**src/rtl/exec_pkg.sv**
```systemverilog
// Shared definitions for the execution step controller and the processor decoder:
// controller state encoding and the two opcodes the controller reacts to.
package exec_pkg;

   typedef enum logic [1:0] {
      RUN          = 2'd0,
      WAIT_PRESS   = 2'd1,
      WAIT_RELEASE = 2'd2,
      HALT         = 2'd3
   } exec_state_e;

   localparam logic [5:0] OP_IN  = 6'h1E;
   localparam logic [5:0] OP_HLT = 6'h3F;

endpackage

```
**src/rtl/button_debounce.sv**
```systemverilog
// Active-low pushbutton conditioner: 2-FF synchronizer, stability counter and
// one-cycle fall/rise strobes that coincide with the debounced level changing.
module button_debounce #(
   parameter int DEBOUNCE = 500_000
) (
   input  logic clk_i,
   input  logic rst_ni,
   input  logic btn_i,
   output logic fall_o,
   output logic rise_o
);

   localparam int CW = (DEBOUNCE < 1) ? 1 : $clog2(DEBOUNCE + 1);
   localparam logic [CW-1:0] CNT_LAST = CW'(DEBOUNCE - 1);

   logic          sync1_q, sync2_q;
   logic          level_q, level_d;
   logic [CW-1:0] cnt_q, cnt_d;
   logic          settle;

   // Released (1) is the idle level, so reset never fabricates a press.
   always_ff @(posedge clk_i or negedge rst_ni) begin
      if (!rst_ni) begin
         sync1_q <= 1'b1;
         sync2_q <= 1'b1;
         level_q <= 1'b1;
         cnt_q   <= '0;
      end else begin
         sync1_q <= btn_i;
         sync2_q <= sync1_q;
         level_q <= level_d;
         cnt_q   <= cnt_d;
      end
   end

   always_comb begin
      level_d = level_q;
      cnt_d   = '0;
      settle  = 1'b0;
      if (sync2_q != level_q) begin
         if (cnt_q == CNT_LAST) begin
            settle  = 1'b1;
            level_d = sync2_q;
         end else begin
            cnt_d = cnt_q + CW'(1);
         end
      end
   end

   assign fall_o = settle & ~sync2_q;
   assign rise_o = settle &  sync2_q;

endmodule

```
**src/rtl/exec_step_controller.sv**
```systemverilog
// Issues one-cycle execute enables from clock50 at a divided rate, stalls on IN until
// the operator presses enter, stops on HLT and latches the interruption button as an IRQ.
module exec_step_controller
   import exec_pkg::*;
#(
   parameter int DIV      = 25_000_000,
   parameter int DEBOUNCE = 500_000
) (
   input  logic        clock50,
   input  logic        reset,
   input  logic        enter,
   input  logic        interruption,
   input  logic [5:0]  opcode,
   input  logic        irq_ack,
   output logic        cpu_en,
   output logic        in_wait,
   output logic        halted,
   output logic        irq_pending,
   output exec_state_e state_dbg
);

   localparam int DW = (DIV < 2) ? 1 : $clog2(DIV);
   localparam logic [DW-1:0] DIV_LAST = DW'(DIV - 1);

   exec_state_e   state_q, state_d;
   logic [DW-1:0] div_q, div_d;
   logic          cpu_en_q, cpu_en_d;
   logic          in_wait_q, in_wait_d;
   logic          halted_q, halted_d;
   logic          irq_q, irq_d;
   logic          tc;
   logic          enter_fall, enter_rise;
   logic          int_fall, int_rise_unused;

   button_debounce #(.DEBOUNCE(DEBOUNCE)) u_enter_db (
      .clk_i  (clock50),
      .rst_ni (reset),
      .btn_i  (enter),
      .fall_o (enter_fall),
      .rise_o (enter_rise)
   );

   button_debounce #(.DEBOUNCE(DEBOUNCE)) u_int_db (
      .clk_i  (clock50),
      .rst_ni (reset),
      .btn_i  (interruption),
      .fall_o (int_fall),
      .rise_o (int_rise_unused)
   );

   assign tc = (state_q == RUN) && (div_q == DIV_LAST);

   always_ff @(posedge clock50 or negedge reset) begin
      if (!reset) begin
         state_q   <= RUN;
         div_q     <= '0;
         cpu_en_q  <= 1'b0;
         in_wait_q <= 1'b0;
         halted_q  <= 1'b0;
         irq_q     <= 1'b0;
      end else begin
         state_q   <= state_d;
         div_q     <= div_d;
         cpu_en_q  <= cpu_en_d;
         in_wait_q <= in_wait_d;
         halted_q  <= halted_d;
         irq_q     <= irq_d;
      end
   end

   // The divider only advances in RUN, so every entry to RUN starts a fresh period.
   always_comb begin
      state_d = state_q;
      div_d   = '0;
      case (state_q)
         RUN: begin
            if (tc) begin
               if (opcode == OP_HLT)     state_d = HALT;
               else if (opcode == OP_IN) state_d = WAIT_PRESS;
            end else begin
               div_d = div_q + DW'(1);
            end
         end
         WAIT_PRESS:   if (enter_fall) state_d = WAIT_RELEASE;
         WAIT_RELEASE: if (enter_rise) state_d = RUN;
         HALT:         if (int_fall)   state_d = RUN;
         default:      state_d = RUN;
      endcase
   end

   // Set wins over a same-cycle acknowledge so no interrupt is ever lost.
   always_comb begin
      cpu_en_d  = (tc && (opcode != OP_HLT) && (opcode != OP_IN)) ||
                  ((state_q == WAIT_PRESS) && enter_fall);
      in_wait_d = (state_d == WAIT_PRESS);
      halted_d  = (state_d == HALT);
      irq_d     = int_fall | (irq_q & ~irq_ack);
   end

   assign cpu_en      = cpu_en_q;
   assign in_wait     = in_wait_q;
   assign halted      = halted_q;
   assign irq_pending = irq_q;
   assign state_dbg   = state_q;

endmodule

```
**config.mk**
```make
export PLATFORM = sky130hd
export DESIGN_NAME = exec_step_controller
export DESIGN_NICKNAME = d
export VERILOG_FILES = /design/src/rtl/exec_pkg.sv /design/src/rtl/button_debounce.sv /design/src/rtl/exec_step_controller.sv
export SDC_FILE = /design/constraint.sdc
export NUM_CORES = 1
export LEC_CHECK = 0
export CAP_MARGIN = 25
export CORE_UTILIZATION = 60
export CTS_BUF_LIST = sky130_fd_sc_hd__clkbuf_16
export DETAILED_ROUTE_END_ITERATION = 7
export MAX_ROUTING_LAYER = met4
export PLACE_DENSITY = 0.82
export SLEW_MARGIN = 20
export SYNTH_ARGS = -nofsm -noshare
export SYNTH_HDL_FRONTEND = slang
export SYNTH_SLANG_ARGS = --single-unit
```
**constraint.sdc**
```tcl
create_clock -name clock50 -period 2.1 [get_ports clock50]
set_input_delay 0.42 -clock clock50 [delete_from_list [all_inputs] [get_ports clock50]]
set_output_delay 0.42 -clock clock50 [all_outputs]
set_load 0.02 [all_outputs]
```
==> run metrics <==
outcome=finished, final reports clean; WP data arrival=between 2000 and 2500 ps; CTS Buffer Depth=2; Starting Density=63.8%; commonest non-fill, non-tap cell in the layout=nor2_1; CTS tree=built; num rows=27; Worst path max stage delay=540 ps; Max Cap Violations=0; clk_lat worst skew=330 ps; Die ar.=0.00635 mm²; total grt overflow=0; drt initial violations=between 100 and 150; pwr dens=704 mW/mm²; synthesized flop and latch total=75; Post-Route WL=6.89 mm; routed len/inst=14.7 µm; htree depth=3; drt drc=0; cell area after layout=between 0.004 and 0.005 mm²; crit start category=flip-flop; setup TNS=0 ps; Initial DRT Pass Iterations=5; Fmax=496 MHz; Synth Area per Inst=9.98 µm²; final-report hold violation count=0; HP Class=primary input to async pin; Detail Placement HPWL=4.64 mm; via count=2633; sequential share of the synthesized area=~52%; die height=79.7 µm; Max-slew headroom=70.2%; Synth Cell Area=0.00362 mm²; area grow syn2layout=16.5%; critical path endpoint category=flip-flop; clock-pin slew on the worst setup and hold paths=60 ps; largest net degree at the start of global routing=45; TritonCTS buffer count=9; first-pass GRT wire length=12.2 mm; VDD IR-drop max=0.544 mV; RSZ-0062 raised after global routing=no; CORE AREA=0.00568 mm²; most frequent cells in the layout=nor2_1, dfrtp_1, xnor2_1, xor2_1, nand2_1; ant diodes=0; overall routing resource usage=between 20% and 30%; post-route ant nets=0; crit path kind=flip-flop to flip-flop; share of cells above drive strength 1=between 10% and 20%; I/O Buffers=16; root buffer cell=clkbuf_16; Crit-path slowest cell=or4b_1; Synth Net Count=377; Via-to-Cell Ratio=5.60; clk sinks=75; Tightest Pin Transition=445 ps; worst path cell trace=or4b_1 -> nor4_2 -> nand4_2 -> mux2i_2 -> and4b_1; top cells by area, synth=dfrtp_1, nor2_1, xnor2_1; Cells after Synth=363; # hold bufs at CTS=0; yosys warns=0; Synth area leader=dfrtp_1; nets=slightly above 400; I/O pin cnt=17; period utilization=95.9%; Synth Flop Type=dfrtp_1; Worst EP required=~2400 ps; vias in the first global route=around 2700; Filler cells=384; Setup Buffers After CTS=0; clk_skew=4.87 ps; dpl cell area=0.00393 mm²; Pins Over Slew Limit=0; count of final setup violators=0; min Tclk post-route=2010 ps; Max FO, Critical Path=7; share of the synthesized area in the top cell type=47.7%; gpl congestion=between 0.8 and 0.9; post-synth cell types=43; die width=79.7 µm; initial antenna violation count=0; Pleak=1.73 nW; Post-synth EDFFs=0; Resize count post-CTS=0; post-synthesis async set-or-reset flop share=100%
-- logic make-up after synthesis --
kind of cell,Yosys count,share of synthesized area [%]
simple gates,197,27.9
flops,75,52.0
xor+xnor,58,14.0
buf+inv,18,2.28
compound gates,10,2.14
fa+ha+maj,3,1.04
mux,2,0.587
-- Yosys cell counts (2+ instances only) --
cell      count
and2_1        2
and3_1        9
and4_1        7
buf_2         3
clkbuf_1      2
dfrtp_1      69
dfstp_2       6
ha_1          3
inv_1        11
nand2_1      25
nand3_1      23
nand4_1      15
nor2_1       78
nor2b_1       4
nor3_1        8
nor4_1        7
nor4_2        3
nor4bb_1      2
o21ai_0       3
or2_2         2
or3_1         2
or4b_1        2
xnor2_1      29
xor2_1       29
-- worst paths after layout --
path,from,end,slack [ps],depth (start not counted)
hold reg to reg,u_enter_db.sync1_q,u_enter_db.sync2_q,350,0
setup / recovery,u_enter_db.cnt_q[7],in_wait,90,5
setup reg to reg,u_enter_db.cnt_q[7],in_wait,90,5
max in group asynchronous,reset,u_int_db.level_q,1450,2
hold / removal,reset,u_enter_db.cnt_q[17],20,1
min in group clock50,u_enter_db.sync1_q,u_enter_db.sync2_q,350,0
-- state kept, by name (all words and copies together), names as in the netlist --
name,cells
div_q,25
u_enter_db.cnt_q,19
u_int_db.cnt_q,19
state_dbg,2
cpu_en,1
halted,1
in_wait,1
irq_pending,1
u_enter_db.level_q,1
u_enter_db.sync1_q,1
u_enter_db.sync2_q,1
u_int_db.level_q,1
u_int_db.sync1_q,1
u_int_db.sync2_q,1
-- through the flow --
| step | setup WS, ps | util (%) | instances | hold WS (ps) | power (mW) |
|---|---|---|---|---|---|
| 6_report | 85.1 | 74.4 | 470 | 19.6 | 2.97 |
| 4_1_cts | 79.9 | 74.1 | 470 | 28.1 | 3.00 |
| 3_5_place_dp | 14.9 | 69.2 | 454 | 347 | 1.59 |
| 5_1_grt | 5.13 | 74.4 | 470 | 41.3 | 3.08 |
| 3_3_place_gp | 105 | 69.2 | 454 | 345 | 1.58 |
| 2_1_floorplan | 191 | - | 363 | 124 | 1.53 |
-- final cells by class --
class	instances	area [µm²]	share of cell area, %
Clock buffer	9	225	5.34
Clock inverter	7	52.6	1.25
Inverter	11	41.3	0.978
Multi-Input combinational cell	270	1670	39.5
Sequential cell	75	1880	44.6
Tap cell	72	90.1	2.13
Timing Repair Buffer	26	258	6.11
-- worst max-delay path: cells and delay by family, from the launching register on --
| family | cells | cell delay (ps) |
|---|---|---|
| AND/OR/NAND/NOR | 4 | 1280 |
| flip-flops | 1 | 400 |
| multiplexers | 1 | 270 |
-- report_power, final --
part	leakage, nW	internal [mW]	switching, mW
Clock	0.126	0.805	0.609
Sequential	1.01	1.46	0.0116
Combinational	0.594	0.0349	0.0509
-- per-layer routing --
| layer | share of wire [%] | GRT usage [%] | wire length [µm] |
|---|---|---|---|
| met5 | 0 | - | 0 |
| met4 | 1.1 | 8.91 | 74 |
| met3 | 5.0 | 7.54 | 344 |
| met2 | 47 | 40.3 | 3270 |
| met1 | 47 | 32.5 | 3210 |
No activity file was read; power rests on OpenSTA's default activity.
